===== src/rtl/mem_arbiter.sv =====
// rtl/mem_arbiter.sv - N-port request arbiter driving one asynchronous SRAM access at a time
module mem_arbiter #(
  parameter int N_PORTS     = 2,
  parameter int ADDR_W      = 32,
  parameter int WAIT_CYCLES = 2,
  parameter int RR_MODE     = 0
) (
  input  logic                      clk,
  input  logic                      rst,
  input  logic [N_PORTS-1:0]        req_valid,
  input  logic [N_PORTS-1:0]        req_write,
  input  logic [N_PORTS-1:0]        req_byte,
  input  logic [N_PORTS*ADDR_W-1:0] req_addr,
  input  logic [N_PORTS*32-1:0]     req_wdata,
  output logic [N_PORTS-1:0]        req_ready,
  output logic [N_PORTS-1:0]        rsp_valid,
  output logic [31:0]               rsp_rdata,
  output logic                      sram_sel,
  output logic [19:0]               sram_addr,
  output logic [31:0]               sram_wdata,
  input  logic [31:0]               sram_rdata,
  output logic                      sram_data_oe,
  output logic [3:0]                sram_be_n,
  output logic                      sram_ce_n,
  output logic                      sram_oe_n,
  output logic                      sram_we_n
);

  localparam int IDX_W = (N_PORTS > 1) ? $clog2(N_PORTS) : 1;

  typedef enum logic [1:0] {IDLE, ACCESS, RESP} state_t;

  state_t           state;
  logic [3:0]       cnt;
  logic [IDX_W-1:0] last_grant;
  logic [IDX_W-1:0] cur_port;
  logic             cur_byte;
  logic [1:0]       cur_lane;

  logic             grant_found;
  logic [IDX_W-1:0] grant_idx;
  logic [IDX_W-1:0] cand;
  logic [ADDR_W-1:0] sel_addr;
  logic [31:0]      sel_wdata;
  logic             sel_write;
  logic             sel_byte;
  logic [7:0]       lane_byte;
  logic             unused_addr;

  // Iterate from lowest to highest priority so the last hit is the winner.
  always_comb begin
    grant_found = 1'b0;
    grant_idx   = '0;
    cand        = '0;
    if (RR_MODE != 0) begin
      for (int k = N_PORTS; k >= 1; k--) begin
        cand = IDX_W'((int'(last_grant) + k) % N_PORTS);
        if (req_valid[cand]) begin
          grant_found = 1'b1;
          grant_idx   = cand;
        end
      end
    end else begin
      for (int i = N_PORTS - 1; i >= 0; i--) begin
        if (req_valid[i]) begin
          grant_found = 1'b1;
          grant_idx   = IDX_W'(i);
        end
      end
    end
  end

  always_comb begin
    req_ready = '0;
    for (int i = 0; i < N_PORTS; i++) begin
      req_ready[i] = (state == IDLE) && grant_found && (grant_idx == IDX_W'(i));
    end
  end

  assign sel_addr    = req_addr[int'(grant_idx)*ADDR_W +: ADDR_W];
  assign sel_wdata   = req_wdata[int'(grant_idx)*32 +: 32];
  assign sel_write   = req_write[grant_idx];
  assign sel_byte    = req_byte[grant_idx];
  assign lane_byte   = sram_rdata[int'(cur_lane)*8 +: 8];
  assign unused_addr = ^sel_addr;

  always_ff @(posedge clk or posedge rst) begin
    if (rst) begin
      state        <= IDLE;
      cnt          <= '0;
      last_grant   <= IDX_W'(N_PORTS - 1);
      cur_port     <= '0;
      cur_byte     <= 1'b0;
      cur_lane     <= '0;
      rsp_valid    <= '0;
      rsp_rdata    <= '0;
      sram_sel     <= 1'b0;
      sram_addr    <= '0;
      sram_wdata   <= '0;
      sram_data_oe <= 1'b0;
      sram_be_n    <= 4'b1111;
      sram_ce_n    <= 1'b1;
      sram_oe_n    <= 1'b1;
      sram_we_n    <= 1'b1;
    end else begin
      case (state)
        IDLE: begin
          rsp_valid <= '0;
          if (grant_found) begin
            state        <= ACCESS;
            cnt          <= '0;
            last_grant   <= grant_idx;
            cur_port     <= grant_idx;
            cur_byte     <= sel_byte;
            cur_lane     <= sel_addr[1:0];
            sram_sel     <= sel_addr[22];
            sram_addr    <= sel_addr[21:2];
            sram_wdata   <= sel_byte ? {4{sel_wdata[7:0]}} : sel_wdata;
            sram_be_n    <= sel_byte ? ~(4'b0001 << sel_addr[1:0]) : 4'b0000;
            sram_ce_n    <= 1'b0;
            sram_oe_n    <= sel_write;
            sram_we_n    <= ~sel_write;
            sram_data_oe <= sel_write;
          end
        end
        ACCESS: begin
          cnt <= cnt + 4'd1;
          if (cnt == 4'(WAIT_CYCLES - 1)) begin
            state        <= RESP;
            rsp_valid    <= N_PORTS'(1) << cur_port;
            rsp_rdata    <= cur_byte ? {24'b0, lane_byte} : sram_rdata;
            sram_ce_n    <= 1'b1;
            sram_oe_n    <= 1'b1;
            sram_we_n    <= 1'b1;
            sram_data_oe <= 1'b0;
            sram_be_n    <= 4'b1111;
          end else if (cnt == 4'(WAIT_CYCLES - 2)) begin
            // Final ACCESS cycle is write recovery: data and address still driven.
            sram_we_n <= 1'b1;
          end
        end
        RESP: begin
          rsp_valid <= '0;
          state     <= IDLE;
        end
        default: state <= IDLE;
      endcase
    end
  end

endmodule


===== config.mk =====
export PLATFORM = sky130hd
export DESIGN_NAME = mem_arbiter
export DESIGN_NICKNAME = d
export VERILOG_FILES = /design/src/rtl/mem_arbiter.sv
export SDC_FILE = /design/constraint.sdc
export NUM_CORES = 1
export LEC_CHECK = 0
export ABC_CLOCK_PERIOD_IN_PS = 8800
export CAP_MARGIN = 20
export CORE_MARGIN = 8
export CORE_UTILIZATION = 44
export CTS_CLUSTER_DIAMETER = 80
export DETAILED_ROUTE_END_ITERATION = 8
export GPL_TIMING_DRIVEN = 0
export HOLD_SLACK_MARGIN = 0.06
export PLACE_DENSITY = 0.95
export SYNTH_ARGS = -nofsm -noshare
export SYNTH_HDL_FRONTEND = slang
export SYNTH_SLANG_ARGS = --single-unit

===== constraint.sdc =====
create_clock -name clk -period 8.8 [get_ports clk]
set_clock_uncertainty 0.15 [all_clocks]
set_input_delay 0.88 -clock clk [delete_from_list [all_inputs] [get_ports clk]]
set_output_delay 0.88 -clock clk [all_outputs]
set_load 0.02 [all_outputs]

==> flow_summary.toml <==
[layout]
n_antenna_cell = 0
finalNetCount = 986
drive_gt1_share_pct = 7.80
syn_to_final_growth_pct = 55.2

[synthesis]
synth_xor_area_share_pct = 0.164
synthAdderAreaFrac_pct = 0.703
async_reset_ff_share_pct = 100
synth_top_family_by_area = "simple AND/OR/NAND/NOR gates"
synth_edf_count = 0
synth_compound_area_share_pct = 20.7
ys.flop_type = "dfrtp_1"
yosys_register_bits = 105
synth_cells = 558
yosysTopAreaCellShare_pct = 45.9
yosys_warnings = 0
ys_seq_area_share_pct = 49.4
synthMuxAreaShare_pct = 0.773
synthTopCellsByArea = "dfrtp_1 (46%), nor3b_1 (6.6%), nand2_1 (6.3%), o22ai_1 (4.7%), o32a_1 (4.3%)"
netlist-cell-type-count = 44
syn_avg_cell_area_um2 = 9.57
synth_nets = 729
syn_area_um2 = 5340
yosys.area_share.simple_pct = 21.4
synth_largest_area_cell = "dfrtp_1"

[route]
drt_pre_antenna_iters = 5
drtAntennaViolNets = 0
drt_iter0_markers = 361
vias_per_cell = 5.83
vias = 5636
routed_wirelength_um = 21100
wl_per_cell_um = 21.8
drc = 0

[job]
drv_cap = 0

[floorplanning]
die_w_um = 126
start_util_pct = 44.8
die-area_um2 = 15900
num_rows = 40
core_um2 = 11900
chipHeight_um = 126
io_pins = 265

[power_and_ir_drop]
p_per_area_nw_per_um2 = 336
irDropWorstVdd_mv = 0.240
cellLeakagePower_nw = 3.38
fin_total_pwr_mw = 2.79

[clocking]
h-tree-depth = 3
clock_latency_ps = 340
cts.sinks = 105
cts_resized = 0
root_buffer = "clkbuf_16"
post_cts_buffers = 0
cts_tree = "built"
clk_pin_slew_worst_paths_ps = 70
cts-buffers-inserted = 9
clockBufferDepth = 2
holdBufCountCts = 0

[grt]
met3_usage_pct = 10.0
grt-ovfl-total = 0
antenna_found_initial = 0
grt_pass1_wl_um = 32200
global_route.usage.met1_pct = 29.0
use_met2_pct = 42.5
grt_max_degree = 68
grt_pass1_vias = 5968
grtUsageTotal_pct = 25.9
grt_busiest_layer = "met2"

[sta]
setup_viol = 0
period_share_pct = 45.8
tightest_slew_ps = 645
tns_ps = 0
hold_violations = 0
slew_headroom_pct = 56.7
fmax_ghz = 0.248
final_max_slew_viol_count = 0
min_period_ps = 4030
rsz0062_at_grt = "false"

[worst_setup_path]
critPathKind = "input pin to primary output"
crit_fanout = 10
arrival_ps = 3000
cp-start-kind = "input pin"
crit_required_ps = 7770
end_kind = "primary output"

[placement]
dp_hpwl_um = 16500
place_congestion = 0.908
io_buffers = 245

[outcome]
status = "finished clean"

[min_path]
hold_path.class = "register to register"
## flip-flops by register name (all words and copies together), names as in the netlist
register and cells:
sram_addr 20, sram_wdata 32, cur_byte 1, rsp_valid 2, sram_sel 1, cnt 4, sram_data_oe 1, sram_be_n 4
rsp_rdata 32, state 2, sram_oe_n 1, cur_lane 2, sram_ce_n 1, sram_we_n 1, cur_port 1
## layout by cell type, fill, tap and decap left out, drive strengths merged, types with 2 or more instances in the layout
master         instances
o32a                  23
o21ai                 33
o31ai                 12
clkbuf                31
nor2                  22
clkinvlp               2
or2                    2
dfstp                  7
dlygate4sd1            2
nand3b                18
a211o                  8
mux2i                  3
nor3b                 47
a31oi                  9
nor3                   9
o21a                   2
a21oi                 36
o22ai                 40
nand2                 91
inv                   13
clkdlybuf4s50        245
nor2b                 12
buf                   27
dfrtp                 98
clkinv                 3
nand3                 12
ha                     3
## routing by layer
metal  share of wire (%)  up-vias  wire (µm)
met3                  11       90       2390
met1                  37     2662       7790
met4                 4.4        0        918
li1                    -     2531          -
met5                   0        -          0
met2                  47      353       9980
## power breakdown
group	total, mW	switching (mW)	internal [mW]
sequential	0.852	0.140	0.712
combinational	1.55	0.851	0.699
clock	0.383	0.177	0.206
total	2.79	1.17	1.62
## synthesized netlist by cell type, types with 2 or more instances
| cell | n |
|---|---|
| dfrtp_1 | 98 |
| nand2_1 | 90 |
| nor3b_1 | 47 |
| o22ai_1 | 40 |
| a21oi_1 | 36 |
| o21ai_0 | 28 |
| o32a_1 | 23 |
| nor2_1 | 20 |
| nand3b_1 | 18 |
| clkbuf_1 | 15 |
| buf_2 | 12 |
| inv_1 | 12 |
| nor2b_1 | 12 |
| o31ai_1 | 12 |
| nand3_1 | 11 |
| a31oi_1 | 9 |
| nor3_1 | 9 |
| a211o_1 | 8 |
| buf_4 | 7 |
| dfstp_2 | 7 |
| buf_6 | 5 |
| clkbuf_8 | 5 |
| o21ai_1 | 5 |
| ha_1 | 3 |
| mux2i_1 | 3 |
| buf_1 | 2 |
| dlygate4sd1_1 | 2 |
| nor2_2 | 2 |
| o21a_1 | 2 |
## logic make-up after synthesis
logic type / count (synthesis)
xor+xnor: 1
buf+inv: 61
fa+ha+maj: 3
mux: 4
compound gates: 169
flops: 105
simple gates: 215
## final cells by class
type	count	area [µm²]
clock inverters	5	30.0
multi-input cells	392	2340
fillers	886	3620
plain buffers	48	319
well taps	147	184
flip-flops and latches	105	2640
repair buffers	246	2480
clock buffers	11	253
inverters	13	51.3
## per-stage QoR
| step | cell area [µm²] | std cells | utilization [%] | setup WS [ps] | hold WS, ps |
|---|---|---|---|---|---|
| after floorplan | 5340 | 558 | - | 5020 | 306 |
| after global placement | 7980 | 950 | 67.0 | 3410 | 297 |
| after detailed placement | 8010 | 951 | 67.2 | 4780 | 305 |
| after CTS | 8290 | 967 | 69.6 | 4760 | 321 |
| after global routing | 8290 | 967 | 69.6 | 4640 | 347 |
| final | 8290 | 967 | 69.6 | 4770 | 318 |
## critical path, stage by stage
cell             delay, ps
clkdlybuf4s50_1        420
buf_4                  180
inv_1                  200
nand2_2                200
buf_6                  190
nor2_1                 220
clkdlybuf4s50_1        700
## worst paths after layout
check                      slack, ps  cells past startpoint       endpoint           from
max                             4770                      7   req_ready[1]   req_valid[0]
min                              320                      2  rsp_rdata[27]  rsp_rdata[27]
max reg2reg                     6820                      5   sram_addr[3]       state[0]
min reg2reg                      320                      2  rsp_rdata[27]  rsp_rdata[27]
max in group asynchronous       6980                      3   sram_be_n[1]            rst
min in group asynchronous        780                      2  sram_addr[17]            rst
(Power assumes the default switching activity.)
